File: config.mk
export PLATFORM = sky130hd
export DESIGN_NAME = queue_push_arbiter
export DESIGN_NICKNAME = d
export VERILOG_FILES = /design/src/rtl/queue_arb_pkg.sv /design/src/rtl/rr_priority_pick.sv /design/src/rtl/queue_push_arbiter.sv
export SDC_FILE = /design/constraint.sdc
export NUM_CORES = 1
export LEC_CHECK = 0
export BUFFER_PORTS_ARGS = -buffer_cell sky130_fd_sc_hd__buf_2
export CORE_ASPECT_RATIO = 1.25
export CORE_UTILIZATION = 30
export DETAILED_ROUTE_END_ITERATION = 16
export HOLD_SLACK_MARGIN = 0.08
export RECOVER_POWER = 25
export SLEW_MARGIN = 15
export SYNTH_ARGS = -nofsm -noshare
export SYNTH_HDL_FRONTEND = slang
export SYNTH_SLANG_ARGS = --single-unit
File: constraint.sdc
create_clock -name clk -period 8.66 [get_ports clk]
set_input_delay 1.299 -clock clk [delete_from_list [all_inputs] [get_ports clk]]
set_output_delay 1.299 -clock clk [all_outputs]
set_load 0.03 [all_outputs]
File: src/rtl/queue_arb_pkg.sv
// Shared types for the queue push arbiter: FSM state encoding and hold counter width.
package queue_arb_pkg;
    typedef enum logic [1:0] {
        ST_RUN   = 2'd0,
        ST_FLUSH = 2'd1,
        ST_HOLD  = 2'd2
    } state_t;

    localparam int HOLD_W = 4;
endpackage

File: src/rtl/rr_priority_pick.sv
// Rotating-priority encoder: first asserted request at or after ptr, wrapping at NUM_REQ.
module rr_priority_pick #(
    parameter int NUM_REQ = 4,
    parameter int PTR_W   = $clog2(NUM_REQ)
) (
    input  logic [NUM_REQ-1:0] req,
    input  logic [PTR_W-1:0]   ptr,
    input  logic               en,
    output logic [NUM_REQ-1:0] grant,
    output logic [PTR_W-1:0]   idx,
    output logic               valid
);
    always_comb begin
        grant = '0;
        idx   = '0;
        valid = 1'b0;
        for (int j = 0; j < NUM_REQ; j++) begin
            int cand;
            // Explicit wrap keeps non-power-of-two NUM_REQ in range.
            cand = int'(ptr) + j;
            if (cand >= NUM_REQ) cand = cand - NUM_REQ;
            if (en && !valid && req[cand]) begin
                valid       = 1'b1;
                idx         = PTR_W'(cand);
                grant[cand] = 1'b1;
            end
        end
    end
endmodule

File: src/rtl/queue_push_arbiter.sv
// Round-robin arbiter sharing one queue push port among NUM_REQ producers; also sequences queue flushes.
module queue_push_arbiter #(
    parameter int NUM_REQ     = 4,
    parameter int DATA_WIDTH  = 8,
    parameter int HOLD_CYCLES = 2,
    parameter int CNT_WIDTH   = 16
) (
    input  logic                          clk,
    input  logic                          reset,
    input  logic [NUM_REQ-1:0]            req_IN,
    input  logic [NUM_REQ*DATA_WIDTH-1:0] data_IN,
    output logic [NUM_REQ-1:0]            grant_OUT,
    input  logic                          flushReq_IN,
    input  logic                          qFull_IN,
    output logic                          qPushReq_OUT,
    output logic [DATA_WIDTH-1:0]         qData_OUT,
    output logic                          qFlush_OUT,
    output logic                          busy_OUT,
    output logic [CNT_WIDTH-1:0]          grantCount_OUT
);
    import queue_arb_pkg::*;

    localparam int PTR_W = $clog2(NUM_REQ);

    state_t              state, next_state;
    logic [PTR_W-1:0]    rr_ptr;
    logic [HOLD_W-1:0]   hold_cnt;
    logic [CNT_WIDTH-1:0] grant_cnt;
    logic                pick_en, pick_valid;
    logic [PTR_W-1:0]    pick_idx;
    logic [NUM_REQ-1:0]  pick_grant;

    rr_priority_pick #(.NUM_REQ(NUM_REQ), .PTR_W(PTR_W)) u_pick (
        .req   (req_IN),
        .ptr   (rr_ptr),
        .en    (pick_en),
        .grant (pick_grant),
        .idx   (pick_idx),
        .valid (pick_valid)
    );

    always_ff @(posedge clk or posedge reset) begin
        if (reset) state <= ST_RUN;
        else       state <= next_state;
    end

    always_comb begin
        next_state = state;
        // Reset gates the grant path so combinational outputs are 0 while reset is high.
        pick_en    = (state == ST_RUN) && !qFull_IN && !flushReq_IN && !reset;
        busy_OUT   = (state != ST_RUN);
        qFlush_OUT = (state == ST_FLUSH);
        case (state)
            ST_RUN:   if (flushReq_IN) next_state = ST_FLUSH;
            ST_FLUSH: next_state = ST_HOLD;
            ST_HOLD: begin
                if (flushReq_IN)        next_state = ST_FLUSH;
                else if (hold_cnt == '0) next_state = ST_RUN;
            end
            default:  next_state = ST_RUN;
        endcase
    end

    always_ff @(posedge clk or posedge reset) begin
        if (reset) begin
            rr_ptr    <= '0;
            hold_cnt  <= '0;
            grant_cnt <= '0;
        end else begin
            case (state)
                ST_FLUSH: begin
                    hold_cnt  <= HOLD_W'(HOLD_CYCLES - 1);
                    rr_ptr    <= '0;
                    grant_cnt <= '0;
                end
                ST_HOLD: begin
                    if (!flushReq_IN && hold_cnt != '0) hold_cnt <= hold_cnt - 1'b1;
                end
                default: begin
                    if (pick_valid) begin
                        rr_ptr    <= (pick_idx == PTR_W'(NUM_REQ - 1)) ? '0 : pick_idx + 1'b1;
                        grant_cnt <= grant_cnt + 1'b1;
                    end
                end
            endcase
        end
    end

    assign grant_OUT      = pick_grant;
    assign qPushReq_OUT   = pick_valid;
    assign qData_OUT      = pick_valid ? data_IN[pick_idx*DATA_WIDTH +: DATA_WIDTH] : '0;
    assign grantCount_OUT = grant_cnt;
endmodule

==> flow_summary_export.csv <==
group,metric,value,unit
place,pre_cts_ws,3.50,ns
yosys,synth_ff_type,"dfrtp_1",
setup_path,end_kind,"output pin",
setup_path,crit_path_max_fanout,25,
sta,hold_viol,0,
final_layout,multi_input_area,1190,um2
die,initial_core_util,0.318,
clocking,ctsHoldBuffers,0,
yosys,synth_edf_count,0,
final_layout,final_common_cell,"buf_2",
drt,drt_iter0_drc,50,
setup_path,worstSetupPathType,"primary input to output pin",
final_layout,final_util,0.394,
grt,use_met2,0.246,
sta,setup_viol_count_final,0,
setup_path,cp_data_arrival_time,3.69,ns
yosys,synth_warnings,0,
yosys,synth_nets,243,
sta,rsz0062_at_grt,"false",
sta,max_freq,201,MHz
grt,antenna_found_initial,0,
sta,skew,0.000794,ns
drt,drc,0,
setup_path,path_cells,"buf_2, inv_1, nand2b_4, nor4_4, a21oi_2, nand2_1, o22ai_1, buf_2",
power_and_ir_drop,total_leakage_power,1.24,nW
grt,grt_pass1_vias,1642,
die,die_h,90.7,um
min_path,hold_path.class,"flop to flop",
grt,top_usage_layer,"met2",
yosys,syn-cell-area,1890,um2
place,port_buffers,70,
sta,worstMarginPinSlew,1.00,ns
final_layout,antenna_cells,0,
drt,firstDrtPassIters,4,
clocking,numCtsBuffers,3,
clocking,cts-root-buf,"clkbuf_8",
yosys,synthArstFlopShare,1.00,
die,top_level_ports,71,
yosys,ys_ff_latch,24,
final_layout,regArea,601,um2
clocking,post-cts-setup-buffers,0,
power_and_ir_drop,swShare,0.369,
drt,routed_wl,4370,um
yosys,netlist_instances,192,
die,fp-row-count,31,
setup_path,cpMaxStageDelayCell,"inv_1",
power_and_ir_drop,p_seq_frac,0.398,
clocking,ctsResizeCount,0,
sta,min_period,4.98,ns
place,dp_hpwl,3350,um
yosys,yosysSeqAreaShare,0.318,
sta,finalSetupTns,0,ns
power_and_ir_drop,internal_power,218,uW
yosys,synthDistinctLibCells,41,
final_layout,stdcell_count,340,
place,place_congestion,0.807,
die,die_area,6620,um2
grt,use_met1,0.174,
place,place_inst,336,
grt,gr-usage-all-layers,0.139,
setup_path,required,7.36,ns
power_and_ir_drop,ir_drop,0.0586,mV
clocking,h-tree-depth,1,
final_layout,area_growth,23.7,%
final_layout,n_fill_cell,630,
power_and_ir_drop,p_switching,128,uW
yosys,syn_avg_cell_area,9.83,um2
setup_path,worstSetupStartpointType,"primary input",
drt,via_count,1624,
clocking,insertion_delay,0.27,ns
grt,grtUsageMet3,0.00893,
grt,grt_pass1_wl,7530,um
power_and_ir_drop,p_clk_frac,0.224,
power_and_ir_drop,powerDensity,148,nW/um2
final_layout,final_nets,310,
power_and_ir_drop,comb_power_share,0.379,
sta,fin_crit_sh,0.576,
die,die_x,73.0,um
sta,relSlewSlack,0.330,
drt,postRouteAntennaNets,0,
drt,vias_per_cell,4.78,
die,coreArea,5930,um2
final_layout,drive_gt1_frac,0.345,
setup_path,critical_path.max_stage_delay,0.72,ns
clocking,path_clk_slew,0.09,ns
clocking,cts_tree,"done",
run,drv_cap,0,
setup_path,path_common_cell,"buf_2",
run_status,status,"finished clean",
grt,grt_max_degree,26,
drt,wl_per_cell,12.9,um
grt,grt-ovfl-total,0,
clocking,cts_sinks,24,
final_layout,layout_common_cells,"69 x buf_2, 29 x nor2_1, 24 x dfrtp_1, 20 x mux2i_1, 13 x xor2_1",
sta,setup_ws,3.68,ns
sta,drv_slew,0,
clocking,clk_path_buf_depth,2,
==> synth_stat cells, types with 2 or more instances <==
cell type,count,area share
a221o_1,4,0.021
nand4_1,2,0.0066
xnor2_1,4,0.019
mux2i_1,20,0.11
mux2_2,2,0.012
a22oi_1,5,0.020
and3_1,2,0.0066
nor2_1,29,0.058
o21ai_0,2,0.0053
buf_6,5,0.030
nand2b_4,2,0.015
nand3_1,7,0.019
and2_1,2,0.0066
dfrtp_1,24,0.32
mux4_2,3,0.036
a211oi_1,2,0.0079
and4_1,3,0.014
ha_1,11,0.073
xor2_1,13,0.060
a21oi_2,2,0.0093
o22ai_1,8,0.027
nand2b_1,3,0.0099
nand2_1,12,0.024
inv_1,7,0.014
buf_2,2,0.0053
==> worst max-delay path: cells and delay by family <==
family          cells  cell delay [ns]
simple gates        3             0.99
buf+inv             3             1.04
compound gates      2             0.37
==> power by group through the flow <==
stage / sequential [mW] / combinational [mW] / clock, mW
floorplan: 0.136 / 0.104 / 0
global placement: 0.139 / 0.129 / 0
detailed placement: 0.140 / 0.131 / 0
CTS: 0.138 / 0.131 / 0.0796
global route: 0.141 / 0.146 / 0.0826
finish: 0.138 / 0.131 / 0.0774
==> state kept, by name, summed over array words and instances, names as in the netlist <==
signal,cells
grantCount_OUT,16
hold_cnt,4
rr_ptr,2
state,2
==> final timing paths <==
check                          start                 to  slack (ns)  depth (start not counted)
max                            reset       qData_OUT[6]        3.68                          8
min                         state[0]           state[0]        0.53                          1
max reg2reg                rr_ptr[0]          rr_ptr[1]        5.57                          8
min reg2reg                 state[0]           state[0]        0.53                          1
max in group asynchronous      reset          rr_ptr[0]        6.78                          2
min in group asynchronous      reset  grantCount_OUT[2]        1.27                          2
==> layout make-up <==
class,instances,share of cell area
multi-input cells,151,0.510
flip-flops and latches,24,0.257
clock buffers,4,0.0236
repair buffers,71,0.153
inverters,8,0.0129
well taps,82,0.0439
==> logic make-up (layout without fill, tap and decap cells) <==
group / count (synthesis) / in the layout / share of synthesized area
and+or+nand+nor: 69 / 69 / 0.192
AOI/OAI and AO/OA: 28 / 28 / 0.123
muxes: 26 / 26 / 0.161
DFF: 24 / 24 / 0.318
xor gates and xnor gates: 17 / 17 / 0.0789
buffers and inverters: 17 / 83 / 0.0550
adders and majority gates: 11 / 11 / 0.0729
==> through the flow <==
| stage | hold slack, ns | total power, mW | cell area, um2 |
|---|---|---|---|
| 6_report | 0.526 | 0.346 | 2340 |
| 5_1_grt | 0.611 | 0.369 | 2340 |
| 4_1_cts | 0.532 | 0.349 | 2330 |
| 3_5_place_dp | 0.519 | 0.271 | 2270 |
| 3_3_place_gp | 0.505 | 0.268 | 2270 |
| 2_1_floorplan | 0.478 | 0.239 | 1890 |
==> metal layers <==
metal / wire length (um) / up-vias
met1: 1940 / 785
met4: 21 / 0
met3: 90 / 2
li1: - / 813
met2: 2330 / 24
met5: 0 / -
Power figures use the tool's default switching activity.
